--- config.mk ---
export PLATFORM = sky130hd
export DESIGN_NAME = led_pixel_rx_flat
export DESIGN_NICKNAME = d
export VERILOG_FILES = /design/src/rtl/led_pixel_rx_if.sv /design/src/rtl/led_pixel_rx.sv /design/src/flat_wrapper.sv
export SDC_FILE = /design/constraint.sdc
export NUM_CORES = 1
export LEC_CHECK = 0
export ABC_CLOCK_PERIOD_IN_PS = 3900
export BUFFER_PORTS_ARGS = -buffer_cell sky130_fd_sc_hd__buf_2
export CORE_AREA = 8 8 185 99
export DETAILED_ROUTE_END_ITERATION = 16
export DIE_AREA = 0 0 193 107
export PLACE_DENSITY_LB_ADDON = 0.08
export REMOVE_ABC_BUFFERS = 1
export SLEW_MARGIN = 20
export SYNTH_ARGS = -nofsm -noshare
export SYNTH_HDL_FRONTEND = slang
export SYNTH_SLANG_ARGS = --single-unit
--- constraint.sdc ---
create_clock -name clk_in -period 3.9 [get_ports clk_in]
set_input_delay 0.78 -clock clk_in [delete_from_list [all_inputs] [get_ports clk_in]]
set_output_delay 0.78 -clock clk_in [all_outputs]
set_load 0.05 [all_outputs]
--- src/rtl/led_pixel_rx_if.sv ---
// Decoded pixel stream from the one-wire LED receiver: pixel words plus frame and error strobes.
interface led_pixel_rx_if #(
  parameter int NUM_BITS = 24
);
  logic [NUM_BITS-1:0] pixel_data;
  logic                pixel_valid;
  logic [7:0]          pixel_index;
  logic                frame_done;
  logic                bit_error;

  modport master (
    output pixel_data,
    output pixel_valid,
    output pixel_index,
    output frame_done,
    output bit_error
  );

  modport slave (
    input pixel_data,
    input pixel_valid,
    input pixel_index,
    input frame_done,
    input bit_error
  );
endinterface

--- src/rtl/led_pixel_rx.sv ---
// One-wire LED pixel receiver: measures high-pulse widths, assembles MSB-first pixel words,
// detects the latch gap that ends a frame, and forwards later pixels downstream on dout.
module led_pixel_rx #(
  parameter int NUM_BITS        = 24,
  parameter int MIN_HIGH_CYCLES = 8,
  parameter int THRESH_CYCLES   = 60,
  parameter int MAX_HIGH_CYCLES = 150,
  parameter int LATCH_CYCLES    = 5000
) (
  input  logic clk_in,
  input  logic rst_in_n,
  input  logic din,
  output logic dout,
  led_pixel_rx_if.master pix
);
  // state  | meaning
  // RESYNC | after reset/error: wait for a full latch gap of low before decoding
  // IDLE   | frame boundary seen, waiting for the first rising edge
  // HIGH   | measuring a high pulse
  // LOW    | between bits, timing the low gap for a latch
  typedef enum logic [1:0] {RESYNC, IDLE, HIGH, LOW} state_t;

  localparam int HW = $clog2(MAX_HIGH_CYCLES + 2);
  localparam int LW = $clog2(LATCH_CYCLES + 1);
  localparam int BW = $clog2(NUM_BITS + 1);

  localparam logic [HW-1:0] MIN_H    = HW'(MIN_HIGH_CYCLES);
  localparam logic [HW-1:0] THRESH_H = HW'(THRESH_CYCLES);
  localparam logic [HW-1:0] MAX_H    = HW'(MAX_HIGH_CYCLES);
  localparam logic [HW-1:0] ONE_H    = HW'(1);
  localparam logic [LW-1:0] LATCH_L  = LW'(LATCH_CYCLES);
  localparam logic [BW-1:0] LAST_BIT = BW'(NUM_BITS - 1);

  logic [1:0]          rst_sync;
  logic                rst_n;
  logic                din_meta;
  logic                din_s;
  logic                din_d;
  logic                rise;
  logic                fall;
  logic                bit_val;
  state_t              state;
  logic [HW-1:0]       high_cnt;
  logic [LW-1:0]       low_cnt;
  logic [BW-1:0]       bit_cnt;
  logic [NUM_BITS-2:0] word;
  logic [NUM_BITS-1:0] word_next;
  logic [7:0]          pix_cnt;
  logic                passthru;

  // Assert asynchronously, release on a clock edge.
  always_ff @(posedge clk_in or negedge rst_in_n) begin
    if (!rst_in_n) rst_sync <= 2'b00;
    else           rst_sync <= {rst_sync[0], 1'b1};
  end
  assign rst_n = rst_sync[1];

  assign rise      = din_s & ~din_d;
  assign fall      = ~din_s & din_d;
  assign bit_val   = (high_cnt >= THRESH_H);
  // The word register holds only the bits already shifted; the bit being decoded completes it.
  assign word_next = {word, bit_val};

  always_ff @(posedge clk_in or negedge rst_n) begin
    if (!rst_n) begin
      din_meta        <= 1'b0;
      din_s           <= 1'b0;
      din_d           <= 1'b0;
      dout            <= 1'b0;
      state           <= RESYNC;
      high_cnt        <= '0;
      low_cnt         <= '0;
      bit_cnt         <= '0;
      word            <= '0;
      pix_cnt         <= 8'd0;
      passthru        <= 1'b0;
      pix.pixel_data  <= '0;
      pix.pixel_valid <= 1'b0;
      pix.pixel_index <= 8'd0;
      pix.frame_done  <= 1'b0;
      pix.bit_error   <= 1'b0;
    end else begin
      din_meta        <= din;
      din_s           <= din_meta;
      din_d           <= din_s;
      dout            <= passthru & din_s;
      pix.pixel_valid <= 1'b0;
      pix.frame_done  <= 1'b0;
      pix.bit_error   <= 1'b0;

      case (state)
        RESYNC: begin
          if (din_s) begin
            low_cnt <= '0;
          end else if (low_cnt == LATCH_L) begin
            low_cnt <= '0;
            state   <= IDLE;
          end else begin
            low_cnt <= low_cnt + 1'b1;
          end
        end

        IDLE: begin
          if (rise) begin
            high_cnt <= ONE_H;
            state    <= HIGH;
          end
        end

        HIGH: begin
          if ((high_cnt > MAX_H) || (fall && (high_cnt < MIN_H))) begin
            // The latch wait in RESYNC ends this frame, so frame bookkeeping restarts too.
            pix.bit_error <= 1'b1;
            word          <= '0;
            bit_cnt       <= '0;
            pix_cnt       <= 8'd0;
            passthru      <= 1'b0;
            low_cnt       <= '0;
            state         <= RESYNC;
          end else if (fall) begin
            low_cnt <= '0;
            state   <= LOW;
            if (bit_cnt == LAST_BIT) begin
              pix.pixel_data  <= word_next;
              pix.pixel_valid <= 1'b1;
              pix.pixel_index <= pix_cnt;
              bit_cnt         <= '0;
              word            <= '0;
              if (pix_cnt != 8'hFF) pix_cnt <= pix_cnt + 8'd1;
              // din_s is already low here, so dout can only start on a whole pulse.
              passthru        <= 1'b1;
            end else begin
              word    <= word_next[NUM_BITS-2:0];
              bit_cnt <= bit_cnt + 1'b1;
            end
          end else begin
            // Overflow is caught above, so this stops at MAX_HIGH_CYCLES + 1.
            high_cnt <= high_cnt + 1'b1;
          end
        end

        LOW: begin
          if (rise) begin
            high_cnt <= ONE_H;
            state    <= HIGH;
          end else if (low_cnt == LATCH_L) begin
            pix.frame_done <= 1'b1;
            pix.bit_error  <= (bit_cnt != '0);
            bit_cnt        <= '0;
            word           <= '0;
            pix_cnt        <= 8'd0;
            passthru       <= 1'b0;
            state          <= IDLE;
          end else begin
            low_cnt <= low_cnt + 1'b1;
          end
        end

        default: state <= RESYNC;
      endcase
    end
  end
endmodule
--- src/flat_wrapper.sv ---
// flat-port wrapper written by rule: the top's interface ports become plain ports
module led_pixel_rx_flat 
#(
  parameter int NUM_BITS        = 24,
  parameter int MIN_HIGH_CYCLES = 8,
  parameter int THRESH_CYCLES   = 60,
  parameter int MAX_HIGH_CYCLES = 150,
  parameter int LATCH_CYCLES    = 5000
)
  (clk_in, rst_in_n, din, dout, pix_pixel_data, pix_pixel_valid, pix_pixel_index, pix_frame_done, pix_bit_error);
  led_pixel_rx_if #(.NUM_BITS(NUM_BITS)) pix_i ();
  input  logic clk_in;
  input  logic rst_in_n;
  input  logic din;
  output logic dout;
  output wire logic [$bits(pix_i.pixel_data)-1:0] pix_pixel_data;
  output wire logic [$bits(pix_i.pixel_valid)-1:0] pix_pixel_valid;
  output wire logic [$bits(pix_i.pixel_index)-1:0] pix_pixel_index;
  output wire logic [$bits(pix_i.frame_done)-1:0] pix_frame_done;
  output wire logic [$bits(pix_i.bit_error)-1:0] pix_bit_error;
  assign pix_pixel_data = pix_i.pixel_data;
  assign pix_pixel_valid = pix_i.pixel_valid;
  assign pix_pixel_index = pix_i.pixel_index;
  assign pix_frame_done = pix_i.frame_done;
  assign pix_bit_error = pix_i.bit_error;
  led_pixel_rx #(.NUM_BITS(NUM_BITS), .MIN_HIGH_CYCLES(MIN_HIGH_CYCLES), .THRESH_CYCLES(THRESH_CYCLES), .MAX_HIGH_CYCLES(MAX_HIGH_CYCLES), .LATCH_CYCLES(LATCH_CYCLES)) u_core (.clk_in(clk_in), .rst_in_n(rst_in_n), .din(din), .dout(dout), .pix(pix_i));
endmodule
# After elaboration in Yosys (flattened, before gate mapping)
# Index checks and enable logic that the tools add are counted.
op_classes:
  addsub: 4
  magnitude_cmp: 3
  eq_ne: 17
  n_mux: 54
  bitwise: 6
  n_reduce_logical: 15
ops:
  columns: ["op", "n"]
  rows:
  - ["23-bit 2-to-1 mux", 5]
  - ["13-bit 2-to-1 mux", 6]
  - ["8-bit 2-to-1 mux", 9]
  - ["23-bit one-hot mux with 2 select lines", 1]
  - ["13-bit one-hot mux with 3 select lines", 1]
  - ["8-bit one-hot mux with 2 select lines", 2]
  - ["5-bit 2-to-1 mux", 5]
  - ["8-bit by 1-bit adder with 8-bit output, second input constant", 2]
  - ["4-bit AND reduction", 4]
  - ["1-bit 2-to-1 mux", 15]
  - ["13-bit by 1-bit adder with 13-bit output, second input constant", 1]
  - ["13-bit == test, second input constant", 1]
  - ["2-bit 2-to-1 mux", 6]
  - ["2-bit inequality test, second input constant", 5]
  - ["5-bit one-hot mux with 2 select lines", 1]
  - ["3-bit by 1-bit inequality test with 1-bit output, second input constant", 3]
  - ["8-bit by 6-bit >= comparator with 1-bit output, second input constant", 1]
  - ["8-bit > comparator, second input constant", 1]
  - ["8-bit by 4-bit less-than comparator with 1-bit output, second input constant", 1]
  - ["8-bit inequality test, second input constant", 1]
  - ["2-bit one-hot mux with 4 select lines", 1]
  - ["2-bit by 1-bit inequality test with 1-bit output, second input constant", 3]
  - ["6-bit AND reduction", 1]
  - ["5-bit by 1-bit adder with 5-bit output, second input constant", 1]
  - ["15 further kinds", 22]
word_totals:
  register_bits: 101
  inputBits: 3
  output_inout_bits: 36
  elab_cells: 116

# Longest topological paths before layout
# Gate-level depths: netlist (run 1).
depth:
  depth_word: 6
  mapped_depth: 9

# Worst setup path before layout (run 1)
# OpenSTA, ideal clock, no wires.
synth_path:
  kind: "register to register"
  startpoint: "reg u_core.low_cnt[0]"
  endpoint: "reg u_core.low_cnt[2]"
  setup_ns: 0.122
  t_arrival_ns: 2.124
  required_ns: 3.778
  path_slack_ns: 1.654
  stages_incl_launch_ff: 10
  path_buffers: 2
  path_cell_list: "dfrtp_1 inv_1 ha_1 or4b_4 nor4_4 o21a_4 buf_8 buf_12 nor2_4 a32o_1"
synth_via:
  elab_chain_len: 4
  word_cells_on_any_way: 9
  classes_between: "add/sub (1); eq/ne (2); mux (5); reduce/logical (1)"
synth_lines:
  columns: ["element", "line_no", "source"]
  rows:
  - ["start, declared", "led_pixel_rx.sv:44", "logic [LW-1:0] low_cnt;"]
  - ["start signal, assigned", "led_pixel_rx.sv:99", "low_cnt <= low_cnt + 1'b1;"]
  - ["start signal, assigned", "led_pixel_rx.sv:155", "low_cnt <= low_cnt + 1'b1;"]
  - ["13-bit by 1-bit adder with 13-bit output / 13-bit == test (equally long branches)", null, null]
  - ["13-bit 2-to-1 mux (on tied branches)", "led_pixel_rx.sv:146, led_pixel_rx.sv:95", null]
  - ["13-bit 2-to-1 mux (on tied branches)", "led_pixel_rx.sv:143, led_pixel_rx.sv:93", null]
  - ["13-bit one-hot mux with 3 select lines", "led_pixel_rx.sv:91", "case (state)"]
# Parallel ways exist; a longest one is shown, timed or not. The select of a mux whose other input is x is not followed.
# A chain may end at the register's enable or synchronous reset.

# Final worst setup path (run 1)
layout_path:
  startpoint: "reg u_core.high_cnt[6]"
  endpoint: "reg u_core.pix.pixel_data[20]"
layout_via:
  elab_chain_len: 5
  word_cells_on_any_way: 6
  classes_between: "order compare (2); bitwise (1); reduce/logical (3)"
layout_lines:
  columns: ["element", "line_no", "source"]
  rows:
  - ["start, declared", "led_pixel_rx.sv:43", "logic [HW-1:0] high_cnt;"]
  - ["start signal, assigned", "led_pixel_rx.sv:138", "high_cnt <= high_cnt + 1'b1;"]
  - ["8-bit by 4-bit less-than comparator with 1-bit output", "led_pixel_rx.sv:111", "if ((high_cnt > MAX_H) || (fall && (high_cnt < MIN_H))) begin"]
  - ["1-bit logical AND", "led_pixel_rx.sv:111", null]
  - ["1-bit logical OR (*)", "led_pixel_rx.sv:111", null]
  - ["1-bit NOT (no source line) (*)", null, null]
  - ["4-bit AND reduction (no source line) (*)", null, null]
  - ["end signal, assigned", "led_pixel_rx.sv:124", "pix.pixel_data <= word_next;"]
  - ["end, declared", "led_pixel_rx_if.sv:12", "output pixel_data,"]
# Every way passes the cells marked *; elsewhere a longest branch is shown, timed or not.

==> results of run 1 <==
stage by stage:
stage / hold WS (ns) / worst slack (ns) / instance area, um^2 / power [W] / utilization
after floorplan: 0.3312 / 0.7294 / 4487 / 0.001113 / -
after global placement: 0.3353 / 1.140 / 5010 / 0.001134 / 0.3160
after detailed placement: 0.3381 / 1.005 / 5010 / 0.001134 / 0.3160
after CTS: 0.1870 / 1.002 / 5326 / 0.002108 / 0.3359
after global routing: 0.1836 / 0.9077 / 5333 / 0.002164 / 0.3363
final: 0.2072 / 1.162 / 5333 / 0.002066 / 0.3363
worst max-delay path, stage by stage (launching register included):
cell and delay, ns:
sky130_fd_sc_hd__dfrtp_1 0.43, sky130_fd_sc_hd__nor2_1 0.17, sky130_fd_sc_hd__a31oi_2 0.28, sky130_fd_sc_hd__or3_1 0.53
sky130_fd_sc_hd__nor2_4 0.76, sky130_fd_sc_hd__mux2_2 0.41
how the worst max path moves through the flow:
stage                       startpoint                   endpoint  slack (ns)  depth (start not counted)
floorplan           u_core.high_cnt[6]   u_core.pix.pixel_data[0]        0.73                          5
global placement    u_core.high_cnt[6]   u_core.pix.pixel_data[8]        1.14                          5
detailed placement  u_core.high_cnt[3]  u_core.pix.pixel_data[23]        1.01                          5
CTS                 u_core.high_cnt[3]  u_core.pix.pixel_data[16]        1.00                          5
global route           u_core.state[0]            u_core.passthru        0.91                          6
finish              u_core.high_cnt[6]  u_core.pix.pixel_data[20]        1.16                          5
state kept, by name, summed over array words and instances (netlist names), 2 cells and up:
| register | flops |
|---|---|
| u_core.bit_cnt | 5 |
| u_core.high_cnt | 8 |
| u_core.low_cnt | 13 |
| u_core.pix.pixel_data | 24 |
| u_core.pix.pixel_index | 8 |
| u_core.pix_cnt | 8 |
| u_core.rst_sync | 2 |
| u_core.state | 2 |
| u_core.word | 23 |
power by group:
group / switching, W / internal [W]
clock network: 0.000426 / 0.000529
logic: 0.0000271 / 0.0000137
registers: 0.0000190 / 0.00105
total: 0.000473 / 0.00159
cells in the mapped netlist (6+ instances only):
library cell / count
sky130_fd_sc_hd__ha_1: 7
sky130_fd_sc_hd__nor2_1: 26
sky130_fd_sc_hd__clkbuf_1: 11
sky130_fd_sc_hd__a32o_1: 6
sky130_fd_sc_hd__nand3_1: 13
sky130_fd_sc_hd__o21ai_0: 8
sky130_fd_sc_hd__inv_1: 17
sky130_fd_sc_hd__nand2_1: 28
sky130_fd_sc_hd__nor4_1: 6
sky130_fd_sc_hd__a211o_1: 6
sky130_fd_sc_hd__a22o_1: 24
sky130_fd_sc_hd__mux2_2: 32
sky130_fd_sc_hd__or4_1: 7
sky130_fd_sc_hd__o31ai_1: 11
sky130_fd_sc_hd__a21oi_1: 13
sky130_fd_sc_hd__dfrtp_1: 101
metal layers:
| layer | share of wire | up-vias |
|---|---|---|
| met5 | 0 | - |
| met4 | 0.0053 | 0 |
| met2 | 0.39 | 41 |
| li1 | - | 1530 |
| met1 | 0.57 | 1595 |
| met3 | 0.031 | 4 |
cells by family after synthesis:
group | count (synthesis) | share of synthesized area
muxes | 32 | 0.07805
other | 1 | 0.0008122
xor gates and xnor gates | 5 | 0.009485
DFF | 101 | 0.5474
buffers and inverters | 38 | 0.04200
adders and majority gates | 7 | 0.01897
AOI/OAI and AO/OA | 85 | 0.1420
and+or+nand+nor | 129 | 0.1612
area by class of cell:
class,instances,area share
Clock buffer,10,0.04481
Multi-Input combinational cell,259,0.3592
Inverter,17,0.01197
Tap cell,210,0.04927
Clock inverter,6,0.01455
Sequential cell,101,0.4747
Timing Repair Buffer,45,0.04552
==> results.json, run 1 <==
{
  "run_status": "finished clean",
  "core_region_area_um2": 15860,
  "share_of_layout_cells_above_drive_strength_1": 0.2557,
  "track_usage": 0.1094,
  "crit-reg2reg-capture": "u_core.pix.pixel_data[20]",
  "post-cts-setup-buffers": 0,
  "powerDensity_nw_per_um2": 387.5,
  "synth.largest_area_cell": "sky130_fd_sc_hd__dfrtp_1",
  "worst_hold_path_type": "input port to asynchronous set/reset pin",
  "drt.antenna.violating_nets": 0,
  "cellLeakagePower_nw": 2.432,
  "cts_tree": "built",
  "critical_path.max_fanout": 33,
  "area_share_of_the_largest_cell_type_after_synthesis": 0.5474,
  "layout.cells.non_filler": 648,
  "place.detailed.hpwl_mm": 7.267,
  "globalRoute.totalOverflow": 0,
  "initial_utilization": 0.2912,
  "floorplan.rows": 33,
  "synth-seq-area-share": 0.5474,
  "die_height_um": 107,
  "flip_flop_and_latch_count_after_synthesis": 101,
  "flow.area_growth_from_synthesis_pct": 15.50,
  "postSynthAreaPerCell_um2": 11.60,
  "port-buffer-count": 38,
  "clock_sinks": 101,
  "dieArea_um2": 20650,
  "synth_edf_count": 0,
  "worst-slew-pin-transition_ns": 0.9930,
  "cap_violations": 0,
  "die_width_um": 193,
  "timing_hold_violations_final": 0,
  "grt_util_met2": 0.1434,
  "layout.cells.most_common_list": "100 x sky130_fd_sc_hd__dfrtp_1, 38 x sky130_fd_sc_hd__buf_2, 32 x sky130_fd_sc_hd__mux2_2",
  "setup_tns_ns": 0,
  "largest_cells_by_area_after_synthesis": "sky130_fd_sc_hd__dfrtp_1 55%, sky130_fd_sc_hd__mux2_2 7.8%, sky130_fd_sc_hd__a22o_1 4.6%",
  "globalRouteMet3Util": 0.03014,
  "grt_first_pass_wirelength_mm": 17.81,
  "drt_wl_total_mm": 10.70,
  "vdd.ir_drop.worst_v": 0.0002278,
  "antenna_violations_before_repair": 0,
  "finalNetCount": 443,
  "crit_type": "register to register",
  "firstDrtPassIters": 4,
  "final_min_period_over_clock_period": 0.7019,
  "layout_commonest_cell": "sky130_fd_sc_hd__dfrtp_1",
  "worst_slew_margin_rel": 0.3364,
  "clk_latency_ns": 0.34,
  "syn_inst": 398,
  "report.final.setup_viol": 0,
  "grt.busiest_layer": "met1",
  "async_set_or_reset_flop_fraction_in_the_synthesized_netlist": 1.000,
  "synth-main-ff-cell": "sky130_fd_sc_hd__dfrtp_1",
  "timing.clock.skew_ns": 0.01011,
  "multi_input_area_um2": 1916,
  "gp_congestion": 0.7336,
  "post_cts_sizing": 0,
  "cts_hold_buffers": 0,
  "setup_repair_after_global_routing_missed_its_margin": "false",
  "cts.htree.levels": 3,
  "drt_iter0_drc": 155,
  "slew_viol_final": 0,
  "routedWlPerCell_um": 16.51,
  "design.portCount": 39,
  "maxClockFrequency_mhz": 365.3,
  "via_count": 3170,
  "dpl.cell_count": 632,
  "number_of_buffers_inserted_during_clock_tree_synthesis": 9,
  "grt_pass1_vias": 3189,
  "post_synthesis_cell_area_um2": 4617,
  "internal_reg_to_reg_setup_slack_ns": 1.16,
  "clk_pin_slew_worst_paths_ns": 0.07,
  "start_kind": "register",
  "ctsRootBufferMaster": "sky130_fd_sc_hd__clkbuf_16",
  "cp-end-kind": "register",
  "reg2reg_from": "u_core.high_cnt[6]",
  "via_count_normalized_by_instance_count": 4.892,
  "clock_path_buffers": 2,
  "layout_min_cycle_time_ns": 2.738,
  "route.detailed.drc": 0,
  "pin_count_of_the_biggest_net_entering_global_routing": 66,
  "global_routing_met1_resource_utilization": 0.1693,
  "yosysWarnings": 0,
  "regArea_um2": 2531,
  "timing.reg2reg.worst_path_depth": 5,
  "fill_cells": 1642,
  "crit_arrival_ns": 2.96,
  "required_ns": 4.13,
  "ant_diodes": 0,
  "synth.lib_cells_used.distinct": 63
}
Note: power is estimated with default switching activity, not from simulation.
==> run 2, diff against run 1 <==
--- a/config.mk
+++ b/config.mk
@@ -5,7 +5,7 @@
 export SDC_FILE = /design/constraint.sdc
 export NUM_CORES = 1
 export LEC_CHECK = 0
-export ABC_CLOCK_PERIOD_IN_PS = 3900
+export ABC_CLOCK_PERIOD_IN_PS = 2700
 export BUFFER_PORTS_ARGS = -buffer_cell sky130_fd_sc_hd__buf_2
 export CORE_AREA = 8 8 185 99
 export DETAILED_ROUTE_END_ITERATION = 16
==> constraint.sdc (replaced) <==
create_clock -name clk_in -period 2.7 [get_ports clk_in]
set_input_delay 0.54 -clock clk_in [delete_from_list [all_inputs] [get_ports clk_in]]
set_output_delay 0.54 -clock clk_in [all_outputs]
set_load 0.05 [all_outputs]
==> results.json, run 2 (synthesized netlist as in run 1, its figures left out) <==
{
  "floorplan.rows": 33,
  "drt_wl_total_mm": 10.51,
  "final_area_um2": 5408,
  "grt_first_pass_wirelength_mm": 17.71,
  "crit_type": "register to register",
  "port-buffer-count": 38,
  "flow.area_growth_from_synthesis_pct": 17.13,
  "met1_length_mm": 6.039,
  "drt_iter0_drc": 155,
  "number_of_buffers_inserted_during_clock_tree_synthesis": 9,
  "ant_diodes": 0,
  "drt.antenna.violating_nets": 0,
  "pin_count_of_the_biggest_net_entering_global_routing": 51,
  "vdd.ir_drop.worst_v": 0.0002646,
  "layout_commonest_cell": "sky130_fd_sc_hd__dfrtp_1",
  "cts_hold_buffers": 1,
  "firstDrtPassIters": 4,
  "clk_pin_slew_worst_paths_ns": 0.08,
  "die_width_um": 193,
  "design.portCount": 39,
  "worst_slew_margin_rel": 0.3884,
  "run_status": "finished clean",
  "crit_arrival_ns": 2.66,
  "route.detailed.drc": 0,
  "timing.critical_path.slowest_cell_delay_ns": 0.50,
  "wl_met3_um": 436,
  "cp_cell_sequence": "inv_1 -> ha_1 -> or4b_4 -> nor4_4 -> o21a_4 -> nor2_4 -> a32o_1",
  "setup_tns_ns": 0,
  "internal_reg_to_reg_setup_slack_ns": 0.27,
  "core_region_area_um2": 15860,
  "antenna_violations_before_repair": 0,
  "timing.clock.skew_ns": 0.01044,
  "clk_latency_ns": 0.35,
  "die_height_um": 107,
  "globalRoute.totalOverflow": 0,
  "finalNetCount": 450,
  "cap_violations": 0,
  "initial_utilization": 0.2912,
  "via_count_normalized_by_instance_count": 4.847,
  "critical_path.max_fanout": 22,
  "worst_hold_path_type": "input port to register",
  "clock_sinks": 101,
  "slew_viol_final": 0,
  "required_ns": 2.93,
  "start_kind": "register",
  "place.detailed.hpwl_mm": 7.358,
  "share_of_layout_cells_above_drive_strength_1": 0.2629,
  "ctsRootBufferMaster": "sky130_fd_sc_hd__clkbuf_16",
  "powerDensity_nw_per_um2": 532.8,
  "dieArea_um2": 20650,
  "setup_repair_after_global_routing_missed_its_margin": "false",
  "worst-slew-pin-transition_ns": 0.9134,
  "critical_path_slowest_stage_cell": "sky130_fd_sc_hd__nor4_4",
  "cellLeakagePower_nw": 2.478,
  "gp_congestion": 0.7627,
  "top_regs": "u_core.pix.pixel_data (24), u_core.word (23), u_core.low_cnt (13)",
  "clock_path_buffers": 2,
  "cts.htree.levels": 3,
  "post_dp_cell_area_um2": 5105,
  "final_min_period_over_clock_period": 0.9010,
  "met2RoutedLength_mm": 3.952,
  "path_delay_family": "simple AND/OR/NAND/NOR gates",
  "flip_flop_count_of_the_largest_register_all_copies_and_words_added": 24,
  "layout.cells.most_common_list": "100 x sky130_fd_sc_hd__dfrtp_1, 38 x sky130_fd_sc_hd__buf_2, 32 x sky130_fd_sc_hd__mux2_2",
  "via_count": 3175,
  "post_cts_sizing": 0,
  "largest-register": "u_core.pix.pixel_data",
  "layout_min_cycle_time_ns": 2.433,
  "cp-end-kind": "register",
  "maxClockFrequency_mhz": 411.1,
  "track_usage": 0.1078,
  "worstPathBufferInverterCount": 1,
  "post-cts-setup-buffers": 0,
  "routedWlPerCell_um": 16.05,
  "highest_layer": "met4",
  "report.final.setup_viol": 0,
  "cts_tree": "built",
  "timing_hold_violations_final": 0,
  "grt_pass1_vias": 3176
}
-- run 2: final cells by class --
| class | instances | area (um^2) |
|---|---|---|
| Fill cell | 1607 | 10450 |
| Sequential cell | 101 | 2531 |
| Multi-Input combinational cell | 259 | 1909 |
| Timing Repair Buffer | 52 | 347.8 |
| Tap cell | 210 | 262.8 |
| Clock buffer | 9 | 225.2 |
| Clock inverter | 7 | 67.56 |
| Inverter | 17 | 63.81 |
-- run 2: report_power, final --
group | internal (W) | switching (W)
Combinational | 0.0000230 | 0.0000433
Clock | 0.000650 | 0.000623
Sequential | 0.00152 | 0.0000226
Total | 0.00219 | 0.000689
-- run 2: worst paths after layout --
check                                    from                  to  cells past startpoint
min                                       din     u_core.din_meta                      1
max reg2reg                 u_core.low_cnt[0]   u_core.low_cnt[2]                      7
max in group asynchronous  u_core.rst_sync[1]   u_core.pix_cnt[2]                      1
max                         u_core.low_cnt[0]   u_core.low_cnt[2]                      7
min in group asynchronous  u_core.rst_sync[1]  u_core.high_cnt[0]                      0
min reg2reg                u_core.rst_sync[0]  u_core.rst_sync[1]                      0
-- run 2: per-layer routing --
| metal | up-vias | GRT usage |
|---|---|---|
| li1 | 1561 | - |
| met4 | 0 | 0.02456 |
| met3 | 6 | 0.02981 |
| met2 | 53 | 0.1386 |
| met5 | - | 0 |
| met1 | 1555 | 0.1703 |
-- run 2: worst register-to-register path: cells and delay by family (launching register included) --
| family | cells | cell delay, ns |
|---|---|---|
| compound gates | 2 | 0.60 |
| fa+ha+maj | 1 | 0.18 |
| buf+inv | 1 | 0.09 |
| flops | 1 | 0.40 |
| simple gates | 3 | 1.05 |
-- run 2: through the flow --
step           utilization  hold slack (ns)  total power, W  std cells  worst slack (ns)
5_1_grt             0.3411           0.2875        0.003012        655            0.1198
3_3_place_gp        0.3220           0.3255        0.001639        638            0.2840
6_report            0.3411           0.3061        0.002881        655            0.2674
4_1_cts             0.3411           0.2945        0.002948        655            0.2379
3_5_place_dp        0.3220           0.3274        0.001641        638            0.2532
2_1_floorplan            -           0.2444        0.001607        377           -0.4706
==> run 3, diff against run 2 <==
--- a/config.mk
+++ b/config.mk
@@ -7,9 +7,9 @@
 export LEC_CHECK = 0
 export ABC_CLOCK_PERIOD_IN_PS = 2700
 export BUFFER_PORTS_ARGS = -buffer_cell sky130_fd_sc_hd__buf_2
-export CORE_AREA = 8 8 185 99
+export CORE_AREA = 8 8 97 187
 export DETAILED_ROUTE_END_ITERATION = 16
-export DIE_AREA = 0 0 193 107
+export DIE_AREA = 0 0 105 195
 export PLACE_DENSITY_LB_ADDON = 0.08
 export REMOVE_ABC_BUFFERS = 1
 export SLEW_MARGIN = 20
==> results.json, run 3 (synthesized netlist as in run 1, its figures left out) <==
{
  "run_status": "finished clean",
  "layout_min_cycle_time_ns": 2.373,
  "critical_path.max_fanout": 7,
  "grt_pass1_vias": 3409,
  "finalNetCount": 452,
  "floorplan.rows": 65,
  "ctsRootBufferMaster": "sky130_fd_sc_hd__clkbuf_16",
  "crit_type": "register to register",
  "worst_slew_margin_rel": 0.6291,
  "required_ns": 2.94,
  "clock_path_buffers": 2,
  "core_region_area_um2": 15620,
  "worst-slew-pin-transition_ns": 0.5564,
  "drt_iter0_drc": 183,
  "globalRoute.totalOverflow": 0,
  "cts.htree.levels": 3,
  "setup_slack_ns": 0.3273,
  "timing.clock.skew_ns": 0.01186,
  "post-cts-setup-buffers": 0,
  "design.portCount": 39,
  "final_min_period_over_clock_period": 0.8788,
  "dieArea_um2": 20480,
  "pin_count_of_the_biggest_net_entering_global_routing": 61,
  "number_of_buffers_inserted_during_clock_tree_synthesis": 9,
  "die_height_um": 195,
  "cap_violations": 0,
  "gp_congestion": 0.7877,
  "antenna_violations_before_repair": 0,
  "timing_hold_violations_final": 0,
  "drt.antenna.violating_nets": 0,
  "cts_tree": "built",
  "powerDensity_nw_per_um2": 545.9,
  "worst_hold_path_type": "input port to register",
  "port-buffer-count": 38,
  "place.detailed.hpwl_mm": 6.815,
  "track_usage": 0.1050,
  "layout.cells.non_filler": 648,
  "report.final.setup_viol": 0,
  "cp-end-kind": "register",
  "ant_diodes": 0,
  "dpl.cell_count": 631,
  "initial_utilization": 0.2957,
  "maxClockFrequency_mhz": 421.5,
  "drt_wl_total_mm": 9.931,
  "vdd.ir_drop.worst_v": 0.0002487,
  "flow.area_growth_from_synthesis_pct": 16.96,
  "firstDrtPassIters": 4,
  "setup_tns_ns": 0,
  "via_count": 3232,
  "die_width_um": 105,
  "grt_first_pass_wirelength_mm": 17.53,
  "largest-register": "u_core.pix.pixel_data",
  "cellLeakagePower_nw": 2.476,
  "setup_repair_after_global_routing_missed_its_margin": "false",
  "clk_pin_slew_worst_paths_ns": 0.07,
  "post-place-ws_ns": 0.3243,
  "layout_commonest_cell": "sky130_fd_sc_hd__dfrtp_1",
  "clock_sinks": 101,
  "clk_latency_ns": 0.35,
  "route.detailed.drc": 0,
  "start_kind": "register",
  "layout.cells.most_common_list": "100 x sky130_fd_sc_hd__dfrtp_1, 38 x sky130_fd_sc_hd__buf_2, 32 x sky130_fd_sc_hd__mux2_2",
  "via_count_normalized_by_instance_count": 4.988,
  "routedWlPerCell_um": 15.33,
  "top_regs": "u_core.pix.pixel_data (24), u_core.word (23), u_core.low_cnt (13)",
  "crit_arrival_ns": 2.61,
  "flip_flop_count_of_the_largest_register_all_copies_and_words_added": 24,
  "share_of_layout_cells_above_drive_strength_1": 0.2662,
  "slew_viol_final": 0
}
run 3: cell count changes in the layout (fill, tap and decap cells not counted):
cell / before / now
sky130_fd_sc_hd__buf_4: 9 / 13
sky130_fd_sc_hd__inv_6: 3 / 1
sky130_fd_sc_hd__bufinv_16: 0 / 1
sky130_fd_sc_hd__inv_8: 1 / 2
sky130_fd_sc_hd__clkinvlp_4: 0 / 2
sky130_fd_sc_hd__clkinv_8: 1 / 0
sky130_fd_sc_hd__buf_12: 4 / 2
sky130_fd_sc_hd__clkinv_4: 1 / 0
run 3: layout make-up:
cell class                      instances  area [um^2]
Clock buffer                            9        225.2
Sequential cell                       101         2531
Multi-Input combinational cell        259         1909
Clock inverter                          7        81.33
Tap cell                              201        251.5
Inverter                               17        63.81
Timing Repair Buffer                   54        337.8
Fill cell                            1604        10210
run 3: final timing paths:
path                                     from                   endpoint  slack [ns]  depth (start not counted)
setup / recovery            u_core.low_cnt[0]          u_core.low_cnt[2]        0.33                          7
hold / removal                            din            u_core.din_meta        0.30                          1
setup reg to reg            u_core.low_cnt[0]          u_core.low_cnt[2]        0.33                          7
hold reg to reg            u_core.rst_sync[1]  u_core.pix.pixel_data[14]        0.31                          0
max in group asynchronous  u_core.rst_sync[1]         u_core.high_cnt[1]        1.68                          1
min in group asynchronous  u_core.rst_sync[1]  u_core.pix.pixel_data[14]        0.31                          0
run 3: timing repair:
item / in CTS / in global routing
gates resized for setup: 0 / 0
setup endpoints to repair: 0 / 0
hold buffers: 1 / 0
endpoints found under the hold margin: 2 / 0
run 3: worst max-delay path, cell delays in order, from the launching register on:
cell and delay [ns]:
sky130_fd_sc_hd__dfrtp_1 0.40, sky130_fd_sc_hd__inv_1 0.09, sky130_fd_sc_hd__ha_1 0.16, sky130_fd_sc_hd__or4b_4 0.47, sky130_fd_sc_hd__nor4_4 0.47, sky130_fd_sc_hd__o31ai_1 0.16
sky130_fd_sc_hd__a211o_1 0.32, sky130_fd_sc_hd__a32o_1 0.20
run 3: per-layer routing:
layer	GRT usage	share of wire
met1	0.1288	0.47
met2	0.1685	0.48
met3	0.02672	0.031
met4	0.04739	0.021
met5	0	0
run 3: per-stage QoR:
step | utilization | cell area (um^2) | total power (W) | hold slack [ns]
2_1_floorplan | - | 4487 | 0.001607 | 0.2444
3_3_place_gp | 0.3256 | 5084 | 0.001637 | 0.3285
3_5_place_dp | 0.3256 | 5084 | 0.001639 | 0.3277
4_1_cts | 0.3458 | 5400 | 0.003013 | 0.2765
5_1_grt | 0.3458 | 5400 | 0.003085 | 0.2823
6_report | 0.3458 | 5400 | 0.002948 | 0.2963
run 3: power by group:
part / internal, W / total, W / switching, W
sequential: 0.00152 / 0.00154 / 0.0000200
combinational: 0.0000236 / 0.0000674 / 0.0000438
clock: 0.000734 / 0.00134 / 0.000608
total: 0.00228 / 0.00295 / 0.000671
